**src/rtl/aes_pkg.sv**
```systemverilog
// Shared types and constants for the AES stream loader: FSM states, key-size codes
// and the per-key-size byte counts.
package aes_pkg;

    typedef enum logic [2:0] {
        ST_IDLE,
        ST_KEY,
        ST_DATA,
        ST_LAUNCH,
        ST_WAIT
    } state_e;

    localparam logic [1:0] KS_128 = 2'b00;
    localparam logic [1:0] KS_192 = 2'b01;
    localparam logic [1:0] KS_256 = 2'b10;

    localparam logic [5:0] KEY_BYTES_128 = 6'd16;
    localparam logic [5:0] KEY_BYTES_192 = 6'd24;
    localparam logic [5:0] KEY_BYTES_256 = 6'd32;

    // Both 10 and 11 select the 256-bit key.
    function automatic logic [1:0] key_code(input logic [1:0] sel);
        return (sel == KS_128) ? KS_128 : ((sel == KS_192) ? KS_192 : KS_256);
    endfunction

    function automatic logic [5:0] key_bytes(input logic [1:0] code);
        case (code)
            KS_128:  return KEY_BYTES_128;
            KS_192:  return KEY_BYTES_192;
            default: return KEY_BYTES_256;
        endcase
    endfunction

endpackage

```
**src/rtl/aes_byte_shifter.sv**
```systemverilog
// Left-shifting register with byte insert at the LSB end; clr zeroes the register and,
// together with en, leaves only the new byte in the low bits.
module aes_byte_shifter #(
    parameter int WIDTH = 128
) (
    input  logic             clk,
    input  logic             rst,
    input  logic             clr,
    input  logic             en,
    input  logic [7:0]       in_byte,
    output logic [WIDTH-1:0] q
);

    logic [WIDTH-1:0] shift_q;
    logic [WIDTH-1:0] shift_d;

    always_comb begin
        shift_d = clr ? '0 : shift_q;
        if (en) begin
            shift_d = {shift_d[WIDTH-9:0], in_byte};
        end
    end

    always_ff @(posedge clk or negedge rst) begin
        if (!rst) begin
            shift_q <= '0;
        end else if (clr || en) begin
            shift_q <= shift_d;
        end
    end

    assign q = shift_q;

endmodule

```
**src/rtl/aes_stream_loader.sv**
```systemverilog
// Byte-stream frame loader for the AES core: key (16/24/32 bytes) then one 128-bit block,
// followed by a start pulse and a wait for core_done. Optional macro AES_LOADER_KEY_REUSE_EN
// adds key_keep so a frame may reuse the previously loaded key.
module aes_stream_loader
    import aes_pkg::*;
#(
    parameter int DATA_BYTES = 16,
    parameter int KEY_MAX    = 32
) (
    input  logic                    clk,
    input  logic                    rst,
    input  logic [1:0]              sel,
    input  logic [7:0]              in_byte,
    input  logic                    in_valid,
    output logic                    in_ready,
    output logic [KEY_MAX*8-1:0]    key_out,
    output logic [DATA_BYTES*8-1:0] data_out,
    output logic [1:0]              key_mode,
    output logic                    start,
    output logic                    busy,
    input  logic                    core_done
`ifdef AES_LOADER_KEY_REUSE_EN
    ,
    input  logic                    key_keep
`endif
);

    state_e     state_q, state_d;
    logic [5:0] cnt_q, cnt_d;
    logic [1:0] key_mode_q, key_mode_d;
    logic       key_clr, key_en, data_en;
    logic       key_done;
    logic       reuse;
    logic       xfer;

    assign xfer = in_valid && in_ready;

`ifdef AES_LOADER_KEY_REUSE_EN
    logic key_loaded_q;

    // Reuse is only legal once some key has been fully loaded since reset.
    assign reuse = key_keep && key_loaded_q;

    always_ff @(posedge clk or negedge rst) begin
        if (!rst) begin
            key_loaded_q <= 1'b0;
        end else if (key_done) begin
            key_loaded_q <= 1'b1;
        end
    end
`else
    assign reuse = 1'b0;
`endif

    always_comb begin
        state_d    = state_q;
        cnt_d      = cnt_q;
        key_mode_d = key_mode_q;
        key_clr    = 1'b0;
        key_en     = 1'b0;
        data_en    = 1'b0;
        key_done   = 1'b0;
        case (state_q)
            ST_IDLE: begin
                if (xfer) begin
                    cnt_d = 6'd1;
                    if (reuse) begin
                        data_en = 1'b1;
                        state_d = ST_DATA;
                    end else begin
                        key_mode_d = key_code(sel);
                        key_clr    = 1'b1;
                        key_en     = 1'b1;
                        state_d    = ST_KEY;
                    end
                end
            end
            ST_KEY: begin
                if (xfer) begin
                    key_en = 1'b1;
                    if (cnt_q + 6'd1 == key_bytes(key_mode_q)) begin
                        key_done = 1'b1;
                        cnt_d    = 6'd0;
                        state_d  = ST_DATA;
                    end else begin
                        cnt_d = cnt_q + 6'd1;
                    end
                end
            end
            ST_DATA: begin
                if (xfer) begin
                    data_en = 1'b1;
                    if (cnt_q + 6'd1 == 6'(DATA_BYTES)) begin
                        cnt_d   = 6'd0;
                        state_d = ST_LAUNCH;
                    end else begin
                        cnt_d = cnt_q + 6'd1;
                    end
                end
            end
            ST_LAUNCH: state_d = ST_WAIT;
            ST_WAIT: begin
                if (core_done) begin
                    state_d = ST_IDLE;
                end
            end
            default: state_d = ST_IDLE;
        endcase
    end

    always_ff @(posedge clk or negedge rst) begin
        if (!rst) begin
            state_q    <= ST_IDLE;
            cnt_q      <= 6'd0;
            key_mode_q <= KS_128;
        end else begin
            state_q    <= state_d;
            cnt_q      <= cnt_d;
            key_mode_q <= key_mode_d;
        end
    end

    aes_byte_shifter #(.WIDTH(KEY_MAX*8)) u_key_shift (
        .clk     (clk),
        .rst     (rst),
        .clr     (key_clr),
        .en      (key_en),
        .in_byte (in_byte),
        .q       (key_out)
    );

    aes_byte_shifter #(.WIDTH(DATA_BYTES*8)) u_data_shift (
        .clk     (clk),
        .rst     (rst),
        .clr     (1'b0),
        .en      (data_en),
        .in_byte (in_byte),
        .q       (data_out)
    );

    // Ready depends only on state and reset, never on in_valid.
    assign in_ready = rst && (state_q == ST_IDLE || state_q == ST_KEY || state_q == ST_DATA);
    assign start    = (state_q == ST_LAUNCH);
    assign busy     = (state_q == ST_LAUNCH) || (state_q == ST_WAIT);
    assign key_mode = key_mode_q;

endmodule

```
**config.mk**
```make
export PLATFORM = sky130hd
export DESIGN_NAME = aes_stream_loader
export DESIGN_NICKNAME = d
export VERILOG_FILES = /design/src/rtl/aes_pkg.sv /design/src/rtl/aes_byte_shifter.sv /design/src/rtl/aes_stream_loader.sv
export SDC_FILE = /design/constraint.sdc
export NUM_CORES = 1
export LEC_CHECK = 0
export ABC_AREA = 1
export BUFFER_PORTS_ARGS = -buffer_cell sky130_fd_sc_hd__buf_2
export CAP_MARGIN = 20
export CELL_PAD_IN_SITES_DETAIL_PLACEMENT = 0
export CELL_PAD_IN_SITES_GLOBAL_PLACEMENT = 2
export CORE_MARGIN = 2
export CORE_UTILIZATION = 34
export DETAILED_ROUTE_END_ITERATION = 10
export PLACE_DENSITY = 0.92
export SYNTH_ARGS = -nofsm -noshare
export SYNTH_HDL_FRONTEND = slang
export SYNTH_SLANG_ARGS = --single-unit
```
**constraint.sdc**
```tcl
create_clock -name clk -period 2.3 [get_ports clk]
set_input_delay 0.23 -clock clk [delete_from_list [all_inputs] [get_ports clk]]
set_output_delay 0.23 -clock clk [all_outputs]
set_load 0.02 [all_outputs]
```
* After elaboration in Yosys (flattened, before gate mapping)
Index checks and enable logic that the tools add are counted.
** Storage, ports and cells
- Bits in registers :: 395
- Bits in latches :: 0
- RAM bits :: 0
- ROM bits :: 0
- Input bits :: 14
- Output and inout bits :: 389
- Logic and storage cells :: 61
- Memories kept :: 0
** Operators by class
- Add/subtract/negate cells :: 1
- Multiply operators :: 0
- Div/mod/pow operators :: 0
- Order comparisons :: 0
- Equality and inequality tests :: 14
- Shifts and indexed selects :: 0
- Mux-type cells :: 24
- Bitwise gates (word level) :: 0
- Reduce and logical (&&, ||, !) cells :: 16
** Operators by type and width (count)
- 2-to-1 mux 256 bit :: 2
- 2-to-1 mux 6 bit :: 7
- 2-to-1 mux 3 bit :: 6
- case mux 6 bit (3 select lines) :: 1
- case mux 3 bit (5 select lines) :: 1
- != test 2 bit, second input constant :: 6
- case mux 6 bit (2 select lines) :: 1
- adder 6 x 1 -> 6 bit, second input constant :: 1
- equality test 3 x 2 -> 1 bit, second input constant :: 2
- equality test 6 x 5 -> 1 bit, second input constant :: 1
- equality test 6 bit :: 1
- AND reduction 6 bit :: 1
- equality test 2 x 1 -> 1 bit, second input constant :: 2
- logical NOT 2 bit :: 2
- logical OR 1 bit :: 4
- 2-to-1 mux 1 bit :: 4
- 2-to-1 mux 2 bit :: 2
- AND reduction 2 bit :: 2
- AND reduction 4 bit :: 1
- equality test 3 x 1 -> 1 bit, second input constant :: 1
- equality test 3 bit, second input constant :: 1
- logical NOT 3 bit :: 1
- nonzero test 3 bit :: 1
- logical AND 1 bit :: 2
- other kinds (2) :: 2

* Logic depth before layout (Yosys ltp)
Gate-level depths: netlist of run 1.
- Depth after elaboration :: 11
- Mapped depth :: 12
- Mapped depth without buffers :: 11

* By module
From an unflattened synthesis of run 1, not the netlist that was laid out.
** Second synthesis, totals
- Cells, all modules :: 1783
- Area total of the unflattened synthesis :: 16155.5 um^2
** By module, submodules not included
- aes_byte_shifter (u_key_shift) :: times used 1, cells each 1110, area an instance 10226.1 um^2, seq. area each 6406.1 um^2
- aes_byte_shifter (u_data_shift) :: times used 1, cells each 555, area an instance 5061.1 um^2, seq. area each 3203.1 um^2
- aes_stream_loader :: times used 1, cells each 118, area an instance 868.3 um^2, seq. area each 275.3 um^2

* Worst setup path before layout of run 1
OpenSTA, ideal clock, no wires.
- Path type :: register to register
- From :: register state_q[0]
- To :: register u_data_shift.shift_q[127] (netlist: u_data_shift.q[127])
- Setup time :: 128 ps
- Data arrival time :: 1585 ps
- Data required time :: 2172 ps
- Slack :: 588 ps
- Cell stages (with the launch flop) :: 10
- Path buffers :: 3
- Clock period less this slack :: 1712 ps
- Cells stage by stage :: dfrtp_1 > buf_6 > nand2_4 > nand2_4 > nor2_4 > nand2_4 > nor2_1 > buf_4 > buf_6 > mux2_1
** Between the ends
- Longest elaborated chain between the ends :: 7
- Elaborated cells between the ends (all ways) :: 9
- Those cells by class :: eq/ne: 2; mux: 2; reduce/logical: 5
** RTL lines
- start, declared :: RTL line aes_stream_loader.sv:28 : state_e state_q, state_d;
- start signal, assigned :: RTL line aes_stream_loader.sv:117 : state_q <= state_d;
- equality test 3 x 1 -> 1 bit or logical NOT 3 bit (tied branches) :: RTL line aes_stream_loader.sv:142 : assign in_ready = rst && (state_q == ST_IDLE || state_q == ST_KEY || state_q == ST_DATA);
- logical OR 1 bit :: RTL line aes_stream_loader.sv:142
- logical OR 1 bit (*) :: RTL line aes_stream_loader.sv:142
- logical AND 1 bit (*) :: RTL line aes_stream_loader.sv:142
- via in_ready :: RTL line aes_stream_loader.sv:15 : output logic in_ready,
- logical AND 1 bit (*) :: RTL line aes_stream_loader.sv:36 : assign xfer = in_valid && in_ready;
- 2-to-1 mux 1 bit (*) :: RTL line aes_stream_loader.sv:91 : if (xfer) begin
- 2-to-1 mux 1 bit (*)
- end signal, assigned :: RTL line aes_byte_shifter.sv:28 : shift_q <= shift_d;
- end, declared :: RTL line aes_byte_shifter.sv:14 : logic [WIDTH-1:0] shift_q;
The timed path passes the listed nets; every way through them passes the cells marked *.
A chain may end at the register's enable or synchronous reset.

* Final worst setup path of run 1
- From :: register state_q[1]
- To :: register u_key_shift.shift_q[36] (netlist: u_key_shift.q[36])
** Between the ends
- Longest elaborated chain between the ends :: 9
- Elaborated cells between the ends (all ways) :: 14
- Those cells by class :: eq/ne: 2; mux: 5; reduce/logical: 7
** RTL lines
- equality test 3 x 1 -> 1 bit or logical NOT 3 bit (tied branches) :: RTL line aes_stream_loader.sv:63, aes_stream_loader.sv:142
- logical OR 1 bit (2 in series) :: RTL line aes_stream_loader.sv:142
- logical AND 1 bit :: RTL line aes_stream_loader.sv:142
- logical AND 1 bit :: RTL line aes_stream_loader.sv:36
- 2-to-1 mux 1 bit :: RTL line aes_stream_loader.sv:79 : if (xfer) begin
- 2-to-1 mux 1 bit :: RTL line aes_stream_loader.sv:63 : case (state_q)
- 2-to-1 mux 256 bit :: RTL line aes_byte_shifter.sv:18 : shift_d = clr ? '0 : shift_q;
- 2-to-1 mux 256 bit :: RTL line aes_byte_shifter.sv:19 : if (en) begin
- end signal, assigned :: RTL line aes_byte_shifter.sv:28
- end, declared :: RTL line aes_byte_shifter.sv:14
Parallel ways exist; a longest one is shown, timed or not. The select of a mux whose other input is x is not followed.

==> reports/qor.yml, run 1 <==
run_status:
  status: "completed"
synth:
  syn_area_per_cell_sq_um: 10.6
  synthTopCellsByArea: "dfrtp_1, nand3_2, nand2_1"
  synth_fa_ha_area_share_pct: 0.0753
  synth_top_family_by_area: "compound AO/OA/AOI/OAI gates"
  yosys.area_share.simple_pct: 14.9
  ys_ff_latch: 395
  synth_top_area_share_pct: 59.5
  synth.area.mux_share_pct: 0.135
  netlist-cell-type-count: 31
  syn-num-nets: 1583
  synth.largest_area_cell: "dfrtp_1"
  synth-compound-area-share_pct: 16.1
  synth-xor-area-share_pct: 0
  yosysWarnings: 0
  syn_area_sq_um: 16600
  synth-main-ff-cell: "dfrtp_1"
  syn_inst: 1568
  synth.yosys.seq_area_share_pct: 59.5
  synth_edf_count: 0
  async_flop_share_pct: 100
detailed_routing:
  finalWirelength_mm: 46.1
  drtIter0Drc: 841
  avgRoutedWirePerCell_um: 17.8
  dr.pass1.iters: 4
  dr_total_vias: 12300
  postRouteAntennaNets: 0
  remaining_drc_errors: 0
  vias_per_cell: 4.74
clock_tree:
  ctsHtreeMaxLevel: 2
  clk_latency_ns: 0.56
  root_buffer: "clkbuf_16"
  cts_tree: "built"
  cts_sinks: 395
  clk_pin_slew_ns: 0.06
  numCtsBuffers: 45
  cts_setup_buffers: 0
  clk_path_buf_depth: 3
worst_setup_path:
  r2r_start: "state_q[1]"
  crit_slowest_cell: "buf_16"
  crit_top_cell: "nand2_4"
  endpoint_kind: "register"
  start_kind: "register"
  worstPathRequired_ns: 2.75
  path_cells: "nand2_4 > nand2_4 > nor2_4 > nand2_4 > inv_4 > nand2_8 > buf_16 > nand2_1 > o31ai_1"
  reg2reg_slack_ns: 0.15
  crit_path_max_incr_delay_ns: 0.59
  worstPathArrival_ns: 2.60
  crit_path_max_fanout: 248
  timing.rr.end: "u_key_shift.q[36]"
  r2r_cells: 9
  critical_path_class: "reg2reg"
sta:
  hold_viol_final: 0
  skew_ns: 0.0158
  clock.fmax_ghz: 0.466
  rsz0062_at_grt: "no"
  period_share_pct: 93.3
  final-max-slew-violation-count: 0
  maxSlewHeadroom_pct: 23.0
  min_period_ns: 2.15
  tightest_slew_ns: 1.15
  finalSetupTns_ns: 0
  setup_violations: 0
  fin_ws_ns: 0.155
placement:
  place_ws_ns: 0.192
  placed_cells: 2507
  io_buffer_count: 402
  hpwl_mm: 31.5
  gp_congestion: 0.806
  place_area_sq_um: 19100
floorplanning:
  pin_count: 403
  core_area_sq_um: 48600
  fp.dieArea_sq_um: 50700
  die_w_um: 225
  die_y_um: 225
  start_util_pct: 34.2
  num_rows: 81
layout:
  stdcell_count: 2593
  areaGrowthSynthToFinish_pct: 24.0
  insertedDiodeCount: 0
  nNetsFinal: 1959
  fin_area_sq_um: 20600
  drive_gt1_share_pct: 36.2
power:
  leakage_nw: 9.96
  peakVddDrop_v: 0.000710
  p_per_area_nw_per_um2: 1580
global_routing:
  grt_pass1_wl_mm: 71.2
  grt-ovfl-total: 0
  grt_pass1_vias: 12100
  grt_max_degree: 249
  grt_usage_pct: 17.9
  antenna_found_initial: 0
worst_hold_path:
  hold_end: "cnt_q[5]"
  worstHoldPathCells: 4
  hold_path.startpoint: "in_valid"
  hold_path.class: "in2reg"
run:
  drv_cap: 0
==> logic make-up (layout without fill, tap and decap cells) <==
logic type | count (synthesis) | after routing
compound gates | 386 | 386
fa+ha+maj | 1 | 1
buf+inv | 319 | 722
flops | 395 | 395
mux | 2 | 2
simple gates | 465 | 465
==> worst max-delay path: cells and delay by family (launching register included) <==
kind	cells	cell delay [ns]
AOI/OAI and AO/OA	1	0.12
buffers and inverters	2	0.65
DFF	1	0.45
and+or+nand+nor	6	0.50
==> synthesized netlist by cell type (2+ instances only) <==
| cell | instances |
|---|---|
| o31ai_1 | 97 |
| inv_4 | 2 |
| nand3_1 | 37 |
| clkbuf_1 | 18 |
| dfrtp_1 | 395 |
| o22ai_1 | 6 |
| o21ai_1 | 26 |
| nand4_1 | 5 |
| o21ai_2 | 90 |
| inv_1 | 203 |
| a21oi_1 | 67 |
| nor2_1 | 72 |
| inv_2 | 3 |
| buf_4 | 23 |
| nand2_4 | 4 |
| nand2_1 | 243 |
| nand3_2 | 100 |
| buf_8 | 11 |
| o31ai_2 | 20 |
| buf_1 | 3 |
| mux2_1 | 2 |
| buf_6 | 12 |
| buf_2 | 44 |
| o21ai_0 | 78 |
==> metrics by stage <==
step | total power [W] | hold WS (ns) | utilization (%)
2_1_floorplan | 0.0207 | -0.0656 | -
3_3_place_gp | 0.0258 | 0.446 | 39.2
3_5_place_dp | 0.0260 | 0.446 | 39.2
4_1_cts | 0.0330 | 0.0241 | 42.3
5_1_grt | 0.0346 | 0.0710 | 42.4
6_report | 0.0326 | 0.0517 | 42.4
==> power by group <==
group | leakage (nW) | internal (W) | total [W] | switching (W)
clock | 0.676 | 0.00402 | 0.00684 | 0.00282
combinational | 4.14 | 0.00403 | 0.0135 | 0.00944
sequential | 5.14 | 0.00988 | 0.0123 | 0.00244
==> worst max path at each step <==
stage	startpoint	endpoint	cells after the start
CTS	state_q[1]	key_mode[1]	9
global placement	state_q[0]	key_mode[0]	10
floorplan	state_q[0]	u_data_shift.q[127]	9
global route	state_q[1]	u_key_shift.q[218]	9
finish	state_q[1]	u_key_shift.q[36]	9
detailed placement	state_q[0]	key_mode[1]	9
==> placed cells by master, fill, tap and decap left out, drive strengths merged <==
cell,instances
buf,428
dfrtp,395
nand2,247
inv,208
o21ai,194
nand3,137
o31ai,117
nor2,74
a21oi,67
clkbuf,66
dlygate4sd3,12
o22ai,6
clkinv,6
nand4,5
mux2,2
nor3,1
or2,1
a31oi,1
o21a,1
ha,1
clkinvlp,1
bufinv,1
==> final cells by class <==
| cell class | count | area, sq um |
|---|---|---|
| Inverter | 208 | 798 |
| Timing Repair Buffer | 440 | 2560 |
| Tap cell | 622 | 778 |
| Multi-Input combinational cell | 854 | 5200 |
| Clock buffer | 66 | 1310 |
| Sequential cell | 395 | 9890 |
| Fill cell | 4726 | 28000 |
| Clock inverter | 8 | 78.8 |
==> flip-flops by register name (all words and copies together) (netlist names) <==
register and count:
cnt_q 6, key_mode 2, state_q 3, u_data_shift.q 128, u_key_shift.q 256
==> routing by layer <==
metal	share of wire (%)	up-vias	track usage, %	wire length, um
met4	2.8	0	5.75	1290
met1	43	6000	23.4	19900
met2	48	299	28.9	21900
met3	6.4	73	4.92	2940
li1	-	5930	-	-
met5	0	-	0	0
==> what timing repair did <==
action,4_1_cts,5_1_grt
hold buffers,12,0
resized for setup,0,1
endpoints found under the hold margin,316,0
setup endpoints to repair,0,6
No activity file was read; power rests on OpenSTA's default activity.
==> run 2, diff against run 1 <==
==> constraint.sdc (replaced) <==
create_clock -name clk -period 2.3 [get_ports clk]
set_input_delay 0.345 -clock clk [delete_from_list [all_inputs] [get_ports clk]]
set_output_delay 0.345 -clock clk [all_outputs]
set_load 0.02 [all_outputs]
==> run 2 against run 1 <==
Routed wire length fell by 0.63%. Clock power rose by 4.2%. Global-route usage barely moved. Combinational power barely moved. Clock-buffer cell count rose by 1. Clock skew rose by 0.012 ns. Fmax rose by 0.60%. Worst setup slack improved by 0.013 ns. Critical endpoint is now busy. Largest cell class unchanged. Largest power group unchanged.
==> reports/qor.yml, run 2 (same netlist as run 1, synthesis figures left out) <==
worst_setup_path:
  cp.depth: 5  # -4
  crit_path_start: "state_q[0]"
  path_cells: "inv_4 > buf_6 > nand3_1 > nand2_1 > buf_2"
  worstPathArrival_ns: 1.79  # -0.81 ns
  crit_path_max_incr_delay_ns: 0.52  # -0.07 ns
  endpoint_kind: "output pin"
  path_delay_family: "flip-flops"
  worstPathRequired_ns: 1.96  # -0.79 ns
  r2r_cells: 10  # +1
  cp_num_buf_inv: 3  # +1
  reg2reg_slack_ns: 0.28  # +0.13 ns
  start_kind: "register"
  critical_path_class: "reg2out"
  crit_path_max_fanout: 25  # -90%
  crit_path_end: "busy"
  r2r_start: "state_q[0]"
  crit_slowest_cell: "dfrtp_4"
  timing.rr.end: "u_key_shift.q[203]"
layout:
  drive_gt1_share_pct: 36.4  # +0.18 points
  nNetsFinal: 1956  # -0.15%
  areaGrowthSynthToFinish_pct: 24.4
  final_common_cell: "buf_2"
  fillCellCount: 4744  # +0.38%
  largest_reg_flops: 256  # unchanged
  mostFrequentLayoutCells: "buf_2, dfrtp_1, nand2_1"
clock_tree:
  ctsHtreeMaxLevel: 2  # unchanged
  cts_tree: "built"
  clk_pin_slew_ns: 0.06  # about the same
  cts_sinks: 395  # unchanged
  clk_path_buf_depth: 3  # unchanged
  clk_latency_ns: 0.57  # about the same
  root_buffer: "clkbuf_16"
  numCtsBuffers: 44  # -2.2%
global_routing:
  grt_usage_pct: 17.9  # about the same
  grt_max_degree: 167  # -33%
  grt_pass1_vias: 12000  # -0.91%
  grt-ovfl-total: 0  # unchanged
  grt_pass1_wl_mm: 70.9  # -0.33%
  antenna_found_initial: 1  # +1
sta:
  clock.fmax_ghz: 0.469  # +0.60%
  finalSetupTns_ns: 0  # unchanged
  tightest_slew_ns: 1.03  # -0.123 ns
  min_period_ns: 2.13  # -0.0129 ns
  setup_violations: 0  # unchanged
  final-max-slew-violation-count: 0  # unchanged
  fin_hold_ws_ns: 0.0382  # -0.0135 ns
  rsz0062_at_grt: "no"
  period_share_pct: 92.7  # -0.56 points
  maxSlewHeadroom_pct: 31.2  # +8.2 points
  hold_viol_final: 0  # unchanged
  skew_ns: 0.0277  # +0.0120 ns
worst_hold_path:
  hold_path.class: "in2reg"
detailed_routing:
  dr_total_vias: 12400  # +0.58%
  dr.pass1.iters: 5  # +1
  finalWirelength_mm: 45.8  # -0.63%
  avgRoutedWirePerCell_um: 17.6  # -0.71%
  drtIter0Drc: 868  # +3.2%
  vias_per_cell: 4.77  # +0.50%
  postRouteAntennaNets: 0  # unchanged
  remaining_drc_errors: 0  # unchanged
power:
  peakVddDrop_v: 0.000690  # -2.8%
  leakage_nw: 10.0  # +0.35%
  p_per_area_nw_per_um2: 1590  # +0.58%
floorplanning:
  core_area_sq_um: 48600  # unchanged
  fp.dieArea_sq_um: 50700  # unchanged
  die_w_um: 225  # unchanged
  pin_count: 403  # unchanged
  start_util_pct: 34.2  # unchanged
  die_y_um: 225  # unchanged
  num_rows: 81  # unchanged
placement:
  gp_congestion: 0.812  # +0.69%
  io_buffer_count: 402  # unchanged
  hpwl_mm: 31.6  # +0.36%
run_status:
  status: "completed"
run:
  drv_cap: 0  # unchanged
[run 2: final cells by class]
| cell class | count | area, sq um | area share (%) |
|---|---|---|---|
| Clock inverter | 10 | 170 | 0.823 |
| Clock buffer | 67 | 1290 | 6.23 |
| Tap cell | 622 | 778 | 3.76 |
| Multi-Input combinational cell | 854 | 5200 | 25.1 |
| Inverter | 208 | 798 | 3.86 |
| Timing Repair Buffer | 438 | 2560 | 12.4 |
| Antenna cell | 1 | 2.50 | 0.0121 |
| Sequential cell | 395 | 9890 | 47.8 |
[run 2: per-layer routing]
layer	vias up	part of all wire [%]	GRT usage [%]
met5	-	0	0
met4	0	2.5	5.36
met3	66	6.9	5.15
met2	327	47	28.4
met1	6060	43	23.8
li1	5920	-	-
[run 2: report_power, final]
| part | internal, W | switching, W | total, W |
|---|---|---|---|
| clock network | 0.00430 | 0.00283 | 0.00713 |
| logic | 0.00407 | 0.00941 | 0.0135 |
| registers | 0.00988 | 0.00245 | 0.0123 |
[run 2: worst min path at each step]
stage	from	endpoint	slack, ns	cells past startpoint
2_1_floorplan	rst	cnt_q[0]	0.05	0
3_3_place_gp	rst	u_key_shift.q[122]	0.39	2
3_5_place_dp	rst	u_key_shift.q[130]	0.39	2
4_1_cts	in_byte[5]	u_data_shift.q[5]	0.01	3
5_1_grt	in_byte[3]	u_key_shift.q[3]	0.03	3
6_report	in_byte[5]	u_data_shift.q[5]	0.04	3
[run 2: repair_timing]
action	CTS	global route
hold buffers	9	0
setup endpoints to repair	0	1
hold endpoints to repair	88	0
resized for setup	0	1
setup buffers	0	0
[run 2: through the flow]
step	cell area [sq um]	std cells	total power, W	util, %	setup WS, ns
floorplan	16600	1568	0.0207	-	0.588
CTS	20700	2594	0.0334	42.5	0.00485
global route	20700	2595	0.0350	42.5	0.0489
detailed placement	19100	2508	0.0261	39.3	0.273
finish	20700	2595	0.0329	42.5	0.168
global placement	19100	2508	0.0259	39.3	0.310
[run 2: worst reg2reg max path: stages, from the launching register on]
cell      delay, ns
dfrtp_4        0.52
nand2_4        0.09
nand2_4        0.05
nor2_4         0.10
nand2_4        0.11
inv_4          0.12
nand2_8        0.10
clkinv_8       0.32
buf_4          0.34
nand3_1        0.08
o21ai_1        0.11
